===== config.mk =====
export PLATFORM = sky130hd
export DESIGN_NAME = env_rate_gen
export DESIGN_NICKNAME = d
export VERILOG_FILES = /design/src/rtl/env_rate_gen.sv
export SDC_FILE = /design/constraint.sdc
export NUM_CORES = 1
export LEC_CHECK = 0
export ABC_AREA = 1
export CAP_MARGIN = 20
export CORE_UTILIZATION = 45
export CTS_BUF_LIST = sky130_fd_sc_hd__clkbuf_16
export DETAILED_ROUTE_END_ITERATION = 6
export GPL_ROUTABILITY_DRIVEN = 1
export PLACE_DENSITY = 0.72
export SKIP_CTS_REPAIR_TIMING = 1
export SYNTH_ARGS = -nofsm -noshare
export SYNTH_HDL_FRONTEND = slang
export SYNTH_SLANG_ARGS = --single-unit

===== constraint.sdc =====
create_clock -name clk -period 3.3 [get_ports clk]
set_input_delay 0.66 -clock clk [delete_from_list [all_inputs] [get_ports clk]]
set_output_delay 0.66 -clock clk [all_outputs]
set_load 0.005 [all_outputs]

===== src/rtl/env_rate_gen.sv =====
// env_rate_gen
//   Multi-operator envelope rate generator. Each operator has its own phase
//   accumulator. Accumulators are time-multiplexed by op_num. On each sample
//   strobe the addressed accumulator advances by a key-scaled effective rate.
//   The carry-out above COUNTER_WIDTH is reported to the envelope generator
//   as the number of envelope steps to take.
//
//   Pipeline: stage 1 registers the strobe, the operator, key_on, a
//   rate-is-zero flag and the increment. Stage 2 does the read-modify-write
//   of the accumulator and registers the outputs. Results appear 2 clocks
//   after the strobe.
//
// Ports
//   clk                    in   1          system clock
//   rst_n                  in   1          asynchronous active-low reset
//   sample_clk_en          in   1          update strobe for op_num
//   op_num                 in   OPW        operator addressed this cycle
//   ksr                    in   1          key scale rate
//   nts                    in   1          keyboard split: 1 = fnum[8], 0 = fnum[9]
//   fnum                   in   10         F-number
//   block                  in   3          octave
//   requested_rate         in   4          AR/DR/RR nibble, 0 = stopped
//   key_on                 in   1          restart: clear accumulator of op_num
//   rate_counter_overflow  out  OVF_WIDTH  envelope steps, registered
//   overflow_valid         out  1          1-cycle pulse, outputs valid
//   overflow_op            out  OPW        operator the pulse refers to
//   dbg_op                 in   OPW        (ENV_RATE_DBG_EN only) debug read address
//   dbg_acc                out  CW         (ENV_RATE_DBG_EN only) acc[dbg_op], 1-cycle latency
//
// Optional feature macro: ENV_RATE_DBG_EN. When it is defined, the module
// adds the debug accumulator read port.

module env_rate_gen #(
  parameter int NUM_OPS       = 18,
  parameter int COUNTER_WIDTH = 15,
  parameter int RATE_MAX      = 60,
  parameter int OVF_WIDTH     = 3,
  localparam int OPW          = (NUM_OPS > 1) ? $clog2(NUM_OPS) : 1
) (
  input  logic                     clk,
  input  logic                     rst_n,
  input  logic                     sample_clk_en,
  input  logic [OPW-1:0]           op_num,
  input  logic                     ksr,
  input  logic                     nts,
  input  logic [9:0]               fnum,
  input  logic [2:0]               block,
  input  logic [3:0]               requested_rate,
  input  logic                     key_on,
`ifdef ENV_RATE_DBG_EN
  input  logic [OPW-1:0]           dbg_op,
  output logic [COUNTER_WIDTH-1:0] dbg_acc,
`endif
  output logic [OVF_WIDTH-1:0]     rate_counter_overflow,
  output logic                     overflow_valid,
  output logic [OPW-1:0]           overflow_op
);

  localparam int SUMW = COUNTER_WIDTH + OVF_WIDTH;
  localparam logic [OPW:0] NUM_OPS_L  = (OPW+1)'(NUM_OPS);
  localparam logic [6:0]   RATE_MAX_L = 7'(RATE_MAX);

  // Only fnum[9:8] take part in key scaling.
  logic unused_fnum;
  assign unused_fnum = ^fnum[7:0];

  // ---------------------------------------------------------------------
  // Stage 1: effective rate and increment
  // ---------------------------------------------------------------------
  logic            ksel;
  logic [3:0]      k_d;
  logic [3:0]      ks_d;
  logic [6:0]      eff_sum;
  logic [5:0]      eff_d;
  logic [SUMW-1:0] incr_d;
  logic            op_ok;

  always_comb begin
    ksel    = nts ? fnum[8] : fnum[9];
    k_d     = {block, ksel};
    ks_d    = ksr ? k_d : (k_d >> 2);
    // This sum is 7 bits wide so that the clamp detects values up to 75.
    eff_sum = {3'b000, ks_d} + {1'b0, requested_rate, 2'b00};
    eff_d   = (eff_sum > RATE_MAX_L) ? RATE_MAX_L[5:0] : eff_sum[5:0];
    // The mantissa is 1.xx from eff[1:0]. The exponent is eff[5:2].
    incr_d  = {{(SUMW-3){1'b0}}, 1'b1, eff_d[1:0]} << eff_d[5:2];
    op_ok   = ({1'b0, op_num} < NUM_OPS_L);
  end

  logic            s1_valid_q;
  logic [OPW-1:0]  s1_op_q;
  logic            s1_key_q;
  logic            s1_zero_q;
  logic [SUMW-1:0] s1_incr_q;

  always_ff @(posedge clk or negedge rst_n) begin
    if (!rst_n) begin
      s1_valid_q <= 1'b0;
      s1_op_q    <= '0;
      s1_key_q   <= 1'b0;
      s1_zero_q  <= 1'b0;
      s1_incr_q  <= '0;
    end else begin
      s1_valid_q <= sample_clk_en && op_ok;
      if (sample_clk_en && op_ok) begin
        s1_op_q   <= op_num;
        s1_key_q  <= key_on;
        s1_zero_q <= (requested_rate == 4'd0);
        s1_incr_q <= incr_d;
      end
    end
  end

  // ---------------------------------------------------------------------
  // Stage 2: accumulator read-modify-write
  // ---------------------------------------------------------------------
  // The accumulator is read directly from the register array in the same
  // cycle as the write. A strobe for the same operator in the next cycle
  // therefore sees the updated value, and no bypass path is needed.
  logic [COUNTER_WIDTH-1:0] acc_q [NUM_OPS];

  logic [SUMW-1:0]          sum_d;
  logic                     acc_we_d;
  logic [COUNTER_WIDTH-1:0] acc_wr_d;
  logic [OVF_WIDTH-1:0]     ovf_d;

  always_comb begin
    sum_d    = {{OVF_WIDTH{1'b0}}, acc_q[s1_op_q]} + s1_incr_q;
    acc_we_d = 1'b0;
    acc_wr_d = '0;
    ovf_d    = '0;
    if (s1_key_q) begin
      // key_on takes priority over the increment.
      acc_we_d = 1'b1;
      acc_wr_d = '0;
    end else if (!s1_zero_q) begin
      acc_we_d = 1'b1;
      acc_wr_d = sum_d[COUNTER_WIDTH-1:0];
      ovf_d    = sum_d[SUMW-1:COUNTER_WIDTH];
    end
  end

  logic [OVF_WIDTH-1:0] ovf_q;
  logic                 valid_q;
  logic [OPW-1:0]       op_q;

  always_ff @(posedge clk or negedge rst_n) begin
    if (!rst_n) begin
      for (int unsigned i = 0; i < unsigned'(NUM_OPS); i++) begin
        acc_q[i] <= '0;
      end
      ovf_q   <= '0;
      valid_q <= 1'b0;
      op_q    <= '0;
    end else begin
      valid_q <= s1_valid_q;
      if (s1_valid_q) begin
        op_q  <= s1_op_q;
        ovf_q <= ovf_d;
        if (acc_we_d) begin
          acc_q[s1_op_q] <= acc_wr_d;
        end
      end
    end
  end

  assign rate_counter_overflow = ovf_q;
  assign overflow_valid        = valid_q;
  assign overflow_op           = op_q;

`ifdef ENV_RATE_DBG_EN
  // ---------------------------------------------------------------------
  // Debug read port: registered, returns 0 for an out-of-range address
  // ---------------------------------------------------------------------
  logic [COUNTER_WIDTH-1:0] dbg_acc_q;
  logic                     dbg_ok;

  always_comb begin
    dbg_ok = ({1'b0, dbg_op} < NUM_OPS_L);
  end

  always_ff @(posedge clk or negedge rst_n) begin
    if (!rst_n) begin
      dbg_acc_q <= '0;
    end else begin
      dbg_acc_q <= dbg_ok ? acc_q[dbg_op] : '0;
    end
  end

  assign dbg_acc = dbg_acc_q;
`endif

endmodule


==> summary.txt, run 1 <==
======================================================================================================
Maximum count of clock buffers along a single path                                                   3
Worst path depth                                                                                    20
DRC violation total after the first TritonRoute iteration                                        1,093
Slew headroom                                                                                    50.3%
Max_cap viols                                                                                        0
Remaining Overflow, GRT                                                                              0
Largest net degree at the start of global routing                                                   84
Power density over cell area                                                                561 nW/um2
Number of cells produced by synthesis                                                            1,690
Capture instance of the worst register-to-register path                                   acc_q[86]$_DFFE_PN0P_
HPWL Detailed                                                                                24,400 um
Synthesized flop and latch total                                                                   305
Number of fillers in the final layout                                                            2,618
Number of nets with antenna violations after routing                                                 0
Final standard cell area without fillers                                                    17,800 um2
Cell class contributing the biggest share of worst-path delay                             simple AND/OR/NAND/NOR gates
Cells along the critical path                                                             buf_6 -> nor2_4 -> buf_6 -> clkbuf_16 -> a22oi_1 -> a31oi_1 -> nor3_2 -> nand2_1 -> ha_4 -> nand2_1 -> nor2_1 -> nand2_1 -> nand2_4 -> buf_4 -> nand2_1 -> nand2_1 -> nand2_2 -> buf_12 -> nand4_1 -> nand2_1
Hold violation total from the final report                                                           0
Cell area after placement                                                                   15,500 um2
Met3 Track Usage GR                                                                              2.98%
Count of pins on the block boundary                                                                 37
R2R Path Start                                                                            s1_op_q[1]$_DFFE_PN0P_
Largest stage delay on the critical path                                                       0.43 ns
Critical Path Sink Type                                                                           flop
Crit-path max FO                                                                                    20
Seq. cell area                                                                                7630 um2
Flop-to-flop setup slack                                                                      -0.09 ns
Area taken by multi-input logic gates                                                         6710 um2
Number of standard cells in the final layout excluding fillers                                   2,186
Number of buffers and inverters on the critical path                                                 5
Setup repair after global routing missed its margin                                               true
Clock transition at the register clock pins on the worst setup and hold paths after CTS        0.06 ns
Fraction of final layout cells with drive strength greater than 1                                20.0%
Core Box Area                                                                               31,600 um2
Most Frequent Cell on Critical Path                                                       sky130_fd_sc_hd__nand2_1
Critical path's slowest cell                                                              sky130_fd_sc_hd__dfrtp_2
Mapped Avg Cell Area                                                                          8.56 um2
Worst path setup slack after routing                                                        -0.0907 ns
Height of the die                                                                               181 um
Post-synthesis cell type count                                                                      40
Global routing usage on met1                                                                     31.0%
Peak supply drop                                                                                393 uV
First-pass GRT wire length                                                                   60,000 um
Full die area                                                                               32,900 um2
Data arrival, critical path                                                                    3.79 ns
Total leakage power                                                                            7.86 nW
Endpoints failing setup                                                                             35
Number of antenna violations at the first check in global routing                                    0
Via count                                                                                       12,500
Number of global-route vias before repair                                                       11,700
Sum of internal, switching and leakage power                                                   10.0 mW
Number of enable flip-flop cells after synthesis                                                     0
Die extent in x                                                                                 181 um
Smallest hold slack                                                                           0.117 ns
Number of buffers created by CTS                                                                    35
Port buffer count                                                                                   28
TritonCTS clock tree                                                                               yes
Total clock sinks                                                                                  305
Maximum achievable frequency                                                                   295 MHz
Critical Setup Path Class                                                                      reg2reg
Aggregate routed wire length                                                                 39,900 um
Minimum clock period                                                                           3.39 ns
Insertion delay of the later-clocked pin in the worst-skew pair                                0.52 ns
Max Clock Skew                                                                               0.0292 ns
Global routing met2 resource utilization                                                         37.0%
Clock H-tree levels                                                                                  2
Number of standard-cell rows in the floorplan                                                       65
Post-synth design cell area                                                                 14,500 um2
Critical path launch point type                                                                   flop
Hold/Removal Path Class                                                                       in2async
Clock Tree Root                                                                           sky130_fd_sc_hd__clkbuf_16
Net count reported at finish                                                                     1,806
Violated checks                                                                           negative setup slack
Max Slew Vio Count                                                                                   0
Seq/Total Area, Yosys                                                                            52.8%
Number of warnings printed during yosys synthesis                                                    0
DRC violations left                                                                                  0
Per-cell via count in the routed design                                                           5.73
Ys flop type                                                                              sky130_fd_sc_hd__dfrtp_1
# diodes                                                                                             0
Average detailed-routed wire length per instance                                               18.3 um
Status                                                                                    complete, but fails checks
Post-synthesis async set-or-reset flop share                                                      100%
Placed cell count                                                                                2,094
Actual slew at the worst max-slew pin                                                         0.745 ns
Detailed-routing iteration count for the pre-antenna-repair pass                                     5
Path depth of the worst reg2reg path                                                                20
Critical path endpoint                                                                    acc_q[86]$_DFFE_PN0P_
Routability Congestion                                                                           0.879
Required time at the worst-slack endpoint                                                      3.70 ns
Layer carrying the most global-route usage                                                        met2
Area delta synth->final                                                                          23.4%
All-Layer GR Usage                                                                               22.3%
Share of the cycle needed by the critical path after routing                                      103%
Initial cell density of the core                                                                 45.8%
Critical Path Start                                                                       s1_op_q[1]$_DFFE_PN0P_
Post-Synthesis Net Count                                                                         1,737
======================================================================================================
stage by stage:
| stage | setup slack [ns] | setup TNS [ns] | utilization (%) |
|---|---|---|---|
| 2_1_floorplan | 0.140 | 0 | - |
| 3_3_place_gp | -0.121 | -1.94 | 49.2 |
| 3_5_place_dp | -0.172 | -7.11 | 49.2 |
| 4_1_cts | -0.235 | -11.10 | 52.6 |
| 5_1_grt | -0.216 | -14.79 | 56.5 |
| 6_report | -0.0907 | -1.75 | 56.5 |
area by class of cell:
type | instances | area share [%]
sequential | 305 | 42.8
inverter | 121 | 2.60
multi-input combinational | 1173 | 37.6
clock inverter | 26 | 1.07
tap | 402 | 2.82
clock buffer | 36 | 5.05
timing repair buffer | 123 | 8.08
cells in the final DEF (no fill, tap or decap), drive strengths merged, types with 43 or more instances in the layout:
cell type | netlist | final
buf | 64 | 86
dfrtp | 305 | 305
o21ai | 265 | 266
a21oi | 63 | 63
clkbuf | 28 | 46
nand2 | 507 | 507
inv | 120 | 127
nand3 | 43 | 43
nand4 | 45 | 45
nor2 | 64 | 64
a22oi | 102 | 102
synth_stat cells (4+ instances only):
cell type                    n  share of area, %
sky130_fd_sc_hd__nand2_1   507                13
sky130_fd_sc_hd__dfrtp_1   305                53
sky130_fd_sc_hd__o21ai_0   132               4.6
sky130_fd_sc_hd__o21ai_1   130               4.5
sky130_fd_sc_hd__a22oi_1   102               5.3
sky130_fd_sc_hd__inv_1      88               2.3
sky130_fd_sc_hd__a21oi_1    62               2.1
sky130_fd_sc_hd__buf_2      51               1.8
sky130_fd_sc_hd__nand4_1    45               1.9
sky130_fd_sc_hd__nor2_1     42               1.1
sky130_fd_sc_hd__nand3_1    38               1.3
sky130_fd_sc_hd__inv_2      32              0.83
sky130_fd_sc_hd__clkbuf_1   27              0.70
sky130_fd_sc_hd__o22ai_1    19              0.82
sky130_fd_sc_hd__ha_1       17               1.5
sky130_fd_sc_hd__nor2_4     17               1.3
sky130_fd_sc_hd__nor3_1     13              0.45
sky130_fd_sc_hd__a31oi_1    12              0.52
sky130_fd_sc_hd__buf_1       9              0.23
sky130_fd_sc_hd__nand3_2     5              0.35
sky130_fd_sc_hd__buf_6       4              0.31
sky130_fd_sc_hd__nor2_2      4              0.17
sequential cells by signal (all words and copies together), names as in the netlist:
register / flops
s1_key_q: 1
s1_valid_q: 1
overflow_op: 5
s1_incr_q: 18
s1_op_q: 5
acc_q: 270
overflow_valid: 1
s1_zero_q: 1
rate_counter_overflow: 3
cell families (layout without fill, tap and decap cells):
group                      after synthesis  after routing  synth area share (%)
buffers and inverters                  213            306                  6.19
adders and majority gates               19             19                  1.75
and+or+nand+nor                        684            684                  20.7
AOI/OAI and AO/OA                      469            470                  18.6
DFF                                    305            305                  52.8
metal layers:
metal / vias up / routed length [um]
li1: 5884 / -
met4: 0 / 970
met5: - / 0
met3: 71 / 2810
met2: 449 / 18900
met1: 6114 / 17300
power breakdown:
| group | switching [mW] | internal (mW) |
|---|---|---|
| Combinational | 1.21 | 0.772 |
| Sequential | 0.223 | 4.09 |
| Clock | 1.56 | 2.14 |
| Total | 3.00 | 7.00 |
worst min-delay path by stage:
stage	start	to	slack (ns)	cells after the start
final	rst_n	acc_q[180]$_DFFE_PN0P_	0.12	1
after global routing	rst_n	acc_q[180]$_DFFE_PN0P_	0.19	1
after CTS	rst_n	acc_q[180]$_DFFE_PN0P_	0.17	1
after detailed placement	s1_valid_q$_DFF_PN0_	overflow_valid$_DFF_PN0_	0.40	0
after global placement	s1_valid_q$_DFF_PN0_	overflow_valid$_DFF_PN0_	0.38	0
after floorplan	rst_n	acc_q[0]$_DFFE_PN0P_	0.36	0
Power figures use the tool's default switching activity.
==> run 2, diff against run 1 <==
MAX_ROUTING_LAYER = met4   (was default)
==> run 2 against run 1 <==
  * The flow still finishes with violations (negative setup slack)
  * Clock-buffer cell count is the same
  * Hold slack gained 0.015 ns
  * Sequential power about the same
  * Critical endpoint is now acc_q[83]$_DFFE_PN0P_
==> summary.txt, run 2 (synthesis gave the netlist of run 1 again) <==
======================================================================================================
Die extent in x                                                                                 181 um
Fraction of final layout cells with drive strength greater than 1                                19.2%
Placed cell count                                                                                2,094
Number of nets with antenna violations after routing                                                 0
Leading cell types in the layout, fill and taps excluded                                  sky130_fd_sc_hd__nand2_1 (488), sky130_fd_sc_hd__dfrtp_1 (303), sky130_fd_sc_hd__o21ai_1 (115), sky130_fd_sc_hd__o21ai_0 (115), sky130_fd_sc_hd__a22oi_1 (94)
Cell area after placement                                                                   15,500 um2
Clock H-tree levels                                                                                  2
Number of fillers in the final layout                                                            2,622
First-pass GRT wire length                                                                   60,000 um
Slew headroom                                                                                    53.7%
Worst path setup slack after routing                                                        -0.0420 ns
Max_cap viols                                                                                        0
TritonCTS clock tree                                                                               yes
Initial cell density of the core                                                                 45.8%
Area taken by multi-input logic gates                                                         6640 um2
Total clock sinks                                                                                  305
Endpoints failing setup                                                                             44
Largest net degree at the start of global routing                                                   84
Minimum clock period                                                                           3.34 ns
Smallest hold slack                                                                           0.131 ns
Height of the die                                                                               181 um
Clock Tree Root                                                                           sky130_fd_sc_hd__clkbuf_16
Largest stage delay on the critical path                                                       0.45 ns
Number of antenna violations at the first check in global routing                                    1
Number of buffers created by CTS                                                                    35
Number of standard-cell rows in the floorplan                                                       65
Insertion delay of the later-clocked pin in the worst-skew pair                                0.52 ns
Registers with the most flip-flops                                                        acc_q x270, s1_incr_q x18
Average detailed-routed wire length per instance                                               18.3 um
Clock transition at the register clock pins on the worst setup and hold paths after CTS        0.06 ns
HPWL Detailed                                                                                24,400 um
Critical path launch point type                                                                   flop
Routability Congestion                                                                           0.894
Data arrival, critical path                                                                    3.71 ns
Power density over cell area                                                                560 nW/um2
Cell class contributing the biggest share of worst-path delay                             buffers and inverters
Seq. cell area                                                                                7630 um2
Critical path's slowest cell                                                              sky130_fd_sc_hd__dfrtp_2
Top reg by flops                                                                                 acc_q
Cells along the critical path                                                             buf_6 -> nor2_4 -> buf_4 -> clkbuf_16 -> a22oi_1 -> a21oi_2 -> nor3_2 -> nand2_1 -> ha_4 -> a21oi_2 -> nor2_1 -> nor2_2 -> nand2_2 -> buf_4 -> buf_4 -> o21ai_4 -> buf_12 -> o21ai_1
Share of the cycle needed by the critical path after routing                                      101%
Required time at the worst-slack endpoint                                                      3.67 ns
DRC violations left                                                                                  0
Number of standard cells in the final layout excluding fillers                                   2,187
Core Box Area                                                                               31,600 um2
Number of buffers and inverters on the critical path                                                 6
Worst path depth                                                                                    18
Global routing usage on met1                                                                     31.1%
Final standard cell area without fillers                                                    17,800 um2
Crit-path max FO                                                                                    18
Port buffer count                                                                                   28
Hold violation total from the final report                                                           0
Area delta synth->final                                                                          22.9%
Max Clock Skew                                                                               0.0309 ns
Via count                                                                                       12,600
Per-cell via count in the routed design                                                           5.76
Actual slew at the worst max-slew pin                                                         0.694 ns
Detailed-routing iteration count for the pre-antenna-repair pass                                     5
Critical Setup Path Class                                                                      reg2reg
Layer carrying the most global-route usage                                                        met2
Hold/Removal Path Class                                                                       in2async
Aggregate routed wire length                                                                 39,900 um
Final cell utilization of the core                                                               56.3%
Status                                                                                    complete, but fails checks
Maximum count of clock buffers along a single path                                                   3
Net count reported at finish                                                                     1,806
Flip-flop count of the largest register after layout                                               270
Critical Path Sink Type                                                                           flop
Most frequent standard cell in the layout excluding fill and tap cells                    sky130_fd_sc_hd__nand2_1
Number of global-route vias before repair                                                       11,700
Count of pins on the block boundary                                                                 37
DRC violation total after the first TritonRoute iteration                                        1,117
Flop-to-flop setup slack                                                                      -0.04 ns
Most Frequent Cell on Critical Path                                                       sky130_fd_sc_hd__buf_4
Total leakage power                                                                            7.86 nW
All-Layer GR Usage                                                                               23.0%
Peak supply drop                                                                                397 uV
Maximum achievable frequency                                                                   299 MHz
Global routing met2 resource utilization                                                         36.9%
Remaining Overflow, GRT                                                                              0
Path depth of the worst reg2reg path                                                                18
Max Slew Vio Count                                                                                   0
Setup repair after global routing missed its margin                                               true
Violated checks                                                                           negative setup slack
Met3 Track Usage GR                                                                              2.96%
Full die area                                                                               32,900 um2
======================================================================================================
run 2: cell types whose count changed in the layout (fill, tap and decap cells not counted), moves of 4 or more:
cell	delta
sky130_fd_sc_hd__a21oi_1	+6
sky130_fd_sc_hd__o21ai_1	-10
sky130_fd_sc_hd__a21oi_2	-5
sky130_fd_sc_hd__nand2_2	-4
sky130_fd_sc_hd__o21ai_0	+11
run 2: worst paths after layout:
path,endpoint,from
max,acc_q[83]$_DFFE_PN0P_,s1_op_q[1]$_DFFE_PN0P_
min,acc_q[180]$_DFFE_PN0P_,rst_n
max reg2reg,acc_q[83]$_DFFE_PN0P_,s1_op_q[1]$_DFFE_PN0P_
min reg2reg,overflow_valid$_DFF_PN0_,s1_valid_q$_DFF_PN0_
max in group asynchronous,acc_q[89]$_DFFE_PN0P_,rst_n
min in group clk,overflow_valid$_DFF_PN0_,s1_valid_q$_DFF_PN0_
run 2: metrics by stage:
step / total power [mW] / setup WS, ns / setup TNS (ns)
after floorplan: 5.23 / 0.140 / 0
after global placement: 5.83 / -0.121 / -1.94
after detailed placement: 5.89 / -0.172 / -7.11
after CTS: 9.56 / -0.235 / -11.10
after global routing: 10.3 / -0.175 / -10.77
final: 9.96 / -0.0420 / -0.870
run 2: area by class of cell:
class,instances,share of cell area [%]
sequential,305,43.0
multi-input combinational,1173,37.4
timing repair buffer,123,8.04
clock buffer,36,5.07
tap,402,2.83
inverter,121,2.64
clock inverter,26,1.07
antenna,1,0.0141
run 2: per-layer routing:
metal / vias to the layer above / share of wire [%]
met2: 443 / 48
met4: 0 / 2.4
met5: - / 0
li1: 5882 / -
met1: 6202 / 43
met3: 78 / 6.6
run 2: report_power, final:
part	leakage (nW)	total (mW)	internal (mW)	switching [mW]
sequential	4.21	4.31	4.09	0.224
combinational	3.11	1.93	0.747	1.19
clock	0.542	3.72	2.14	1.57
run 2: worst register-to-register path, stage by stage (launching register included):
cell and delay, ns:
sky130_fd_sc_hd__dfrtp_2 0.45, sky130_fd_sc_hd__buf_6 0.14, sky130_fd_sc_hd__nor2_4 0.23, sky130_fd_sc_hd__buf_4 0.21, sky130_fd_sc_hd__clkbuf_16 0.20, sky130_fd_sc_hd__a22oi_1 0.11
sky130_fd_sc_hd__a21oi_2 0.22, sky130_fd_sc_hd__nor3_2 0.09, sky130_fd_sc_hd__nand2_1 0.14, sky130_fd_sc_hd__ha_4 0.24, sky130_fd_sc_hd__a21oi_2 0.17, sky130_fd_sc_hd__nor2_1 0.10
sky130_fd_sc_hd__nor2_2 0.12, sky130_fd_sc_hd__nand2_2 0.09, sky130_fd_sc_hd__buf_4 0.15, sky130_fd_sc_hd__buf_4 0.14, sky130_fd_sc_hd__o21ai_4 0.16, sky130_fd_sc_hd__buf_12 0.17
sky130_fd_sc_hd__o21ai_1 0.08
==> run 3, diff against run 2 <==
CORE_UTILIZATION = 56   (was 45)
PLACE_DENSITY = 0.85   (was 0.72)
clock period = 2.9 ns   (was 3.3 ns; I/O delays follow)
==> run 3 against run 2 <==
  * The run ends with design-rule violations, negative setup slack left
  * Die area fell by 19%
  * Sequential power is 15% higher
  * Non-clock buffer count rose by 65
  * Global-route usage is 8.7 points higher
  * Routed wire length up 23%
  * Clock power fell by 3%
  * Core utilization grew 16 points
  * Maximum frequency fell by 2.1%
  * Clock-buffer cell count is 5 lower
==> summary.txt, run 3 (synthesis gave the netlist of run 1 again) <==
======================================================================================================
Number of buffers created by CTS                                                                    31
DRC violation total after the first TritonRoute iteration                                        1,852
Peak supply drop                                                                                553 uV
Smallest hold slack                                                                           0.397 ns
Setup_tns                                                                                    -81.83 ns
Final cell utilization of the core                                                               72.5%
Clock transition at the register clock pins on the worst setup and hold paths after CTS        0.06 ns
Most frequent standard cell in the layout excluding fill and tap cells                    sky130_fd_sc_hd__nand2_1
Hold violation total from the final report                                                           0
DRC violations left                                                                                  1
Path depth of the worst reg2reg path                                                                17
Setup repair after global routing missed its margin                                               true
Hold/Removal Path Class                                                                        reg2reg
Maximum count of clock buffers along a single path                                                   3
Fraction of final layout cells with drive strength greater than 1                                23.1%
Power density over cell area                                                                609 nW/um2
Clock Tree Root                                                                           sky130_fd_sc_hd__clkbuf_16
Number of nets with antenna violations after routing                                                 0
Actual slew at the worst max-slew pin                                                         0.712 ns
Slew headroom                                                                                    52.5%
Registers with the most flip-flops                                                        acc_q x270, s1_incr_q x18
Average detailed-routed wire length per instance                                               22.5 um
Number of global-route vias before repair                                                       12,900
Per-cell via count in the routed design                                                           6.62
Total clock sinks                                                                                  305
Net count reported at finish                                                                     1,867
TritonCTS clock tree                                                                               yes
Remaining Overflow, GRT                                                                              0
Insertion delay of the later-clocked pin in the worst-skew pair                                0.58 ns
Share of the cycle needed by the critical path after routing                                      118%
Port buffer count                                                                                   28
Number of fillers in the final layout                                                            1,531
Area delta synth->final                                                                          26.7%
Critical Setup Path Class                                                                      reg2reg
Worst Hold Path Cells                                                                                0
Count of pins on the block boundary                                                                 37
All-Layer GR Usage                                                                               31.7%
Critical Path Sink Type                                                                           flop
Via count                                                                                       14,400
HPWL Detailed                                                                                26,100 um
Max Slew Vio Count                                                                                   0
Data arrival, critical path                                                                    3.85 ns
Crit-path max FO                                                                                    18
Initial cell density of the core                                                                 57.3%
Detailed-routing iteration count for the pre-antenna-repair pass                                     7
Full die area                                                                               26,500 um2
Minimum clock period                                                                           3.41 ns
Routability Congestion                                                                           0.917
Critical path launch point type                                                                   flop
Status                                                                                    complete, but fails checks
Required time at the worst-slack endpoint                                                      3.33 ns
Maximum achievable frequency                                                                   293 MHz
Core Box Area                                                                               25,300 um2
Aggregate routed wire length                                                                 49,000 um
Height of the die                                                                               163 um
Largest net degree at the start of global routing                                                   84
Die extent in x                                                                                 163 um
Leading cell types in the layout, fill and taps excluded                                  sky130_fd_sc_hd__nand2_1 (473), sky130_fd_sc_hd__dfrtp_1 (301), sky130_fd_sc_hd__o21ai_1 (130)
Worst path setup slack after routing                                                         -0.513 ns
First-pass GRT wire length                                                                   65,100 um
Top reg by flops                                                                                 acc_q
Placement-stage worst setup slack                                                            -0.507 ns
# diodes                                                                                             0
Flip-flop count of the largest register after layout                                               270
Max Clock Skew                                                                               0.0257 ns
Number of antenna violations at the first check in global routing                                    0
Max_cap viols                                                                                        0
Violated checks                                                                           design-rule violations, negative setup slack
Number of standard-cell rows in the floorplan                                                       58
Clock H-tree levels                                                                                  1
Total leakage power                                                                            8.18 nW
Endpoints failing setup                                                                            237
======================================================================================================
## run 3: cell count changes in the layout (fill, tap and decap cells not counted), moves of 5 or more
| cell | before | now |
|---|---|---|
| sky130_fd_sc_hd__a21oi_4 | 3 | 8 |
| sky130_fd_sc_hd__a22oi_1 | 94 | 83 |
| sky130_fd_sc_hd__a22oi_2 | 8 | 19 |
| sky130_fd_sc_hd__buf_12 | 20 | 27 |
| sky130_fd_sc_hd__buf_4 | 60 | 100 |
| sky130_fd_sc_hd__buf_6 | 6 | 19 |
| sky130_fd_sc_hd__inv_2 | 31 | 36 |
| sky130_fd_sc_hd__nand2_1 | 488 | 473 |
| sky130_fd_sc_hd__nand2_2 | 16 | 25 |
| sky130_fd_sc_hd__nand2_4 | 3 | 8 |
| sky130_fd_sc_hd__o21ai_0 | 115 | 105 |
| sky130_fd_sc_hd__o21ai_1 | 115 | 130 |
| sky130_fd_sc_hd__o21ai_2 | 31 | 26 |
## run 3: final timing paths
path | from | end | slack [ns]
setup / recovery | s1_op_q[1]$_DFFE_PN0P_ | acc_q[108]$_DFFE_PN0P_ | -0.51
hold / removal | s1_valid_q$_DFF_PN0_ | overflow_valid$_DFF_PN0_ | 0.40
setup reg to reg | s1_op_q[1]$_DFFE_PN0P_ | acc_q[108]$_DFFE_PN0P_ | -0.51
hold reg to reg | s1_valid_q$_DFF_PN0_ | overflow_valid$_DFF_PN0_ | 0.40
max in group asynchronous | rst_n | acc_q[88]$_DFFE_PN0P_ | 1.48
min in group asynchronous | rst_n | acc_q[240]$_DFFE_PN0P_ | 0.53
## run 3: cell type report
type / instances / area [um2] / share of cell area [%]
sequential: 305 / 7640 / 41.7
inverter: 121 / 467 / 2.55
tap: 330 / 413 / 2.25
timing repair buffer: 188 / 2110 / 11.5
clock buffer: 31 / 776 / 4.23
multi-input combinational: 1173 / 6820 / 37.2
clock inverter: 24 / 97.6 / 0.533
## run 3: critical path, cell delays in order (launching register included)
cell and delay [ns]:
sky130_fd_sc_hd__dfrtp_2 0.50, sky130_fd_sc_hd__nor2_4 0.08, sky130_fd_sc_hd__buf_12 0.16, sky130_fd_sc_hd__buf_12 0.15, sky130_fd_sc_hd__buf_6 0.13, sky130_fd_sc_hd__a22oi_2 0.26
sky130_fd_sc_hd__o221ai_2 0.17, sky130_fd_sc_hd__nand2_2 0.14, sky130_fd_sc_hd__nand3_4 0.10, sky130_fd_sc_hd__buf_6 0.13, sky130_fd_sc_hd__ha_4 0.27, sky130_fd_sc_hd__nand2_4 0.06
sky130_fd_sc_hd__o21ai_4 0.19, sky130_fd_sc_hd__buf_4 0.14, sky130_fd_sc_hd__o21ai_0 0.07, sky130_fd_sc_hd__a21o_1 0.26, sky130_fd_sc_hd__buf_12 0.17, sky130_fd_sc_hd__o21ai_0 0.28
## run 3: report_power, final
part,total (mW),switching (mW),internal [mW]
Sequential,4.94,0.294,4.65
Clock,3.61,1.70,1.91
Combinational,2.61,1.56,1.04
## run 3: through the flow
step	cell area, um2	power [mW]	cells
floorplan	14500	5.96	1690
global placement	16000	6.81	2087
detailed placement	16000	6.91	2087
CTS	16900	10.4	2142
global route	18300	11.5	2172
finish	18300	11.2	2172
## run 3: routing by layer
layer / track usage (%) / routed length, um
met2: 52.6 / 23100
met4: 13.0 / 3290
met3: 5.25 / 5860
met1: 38.6 / 16700
met5: - / 0
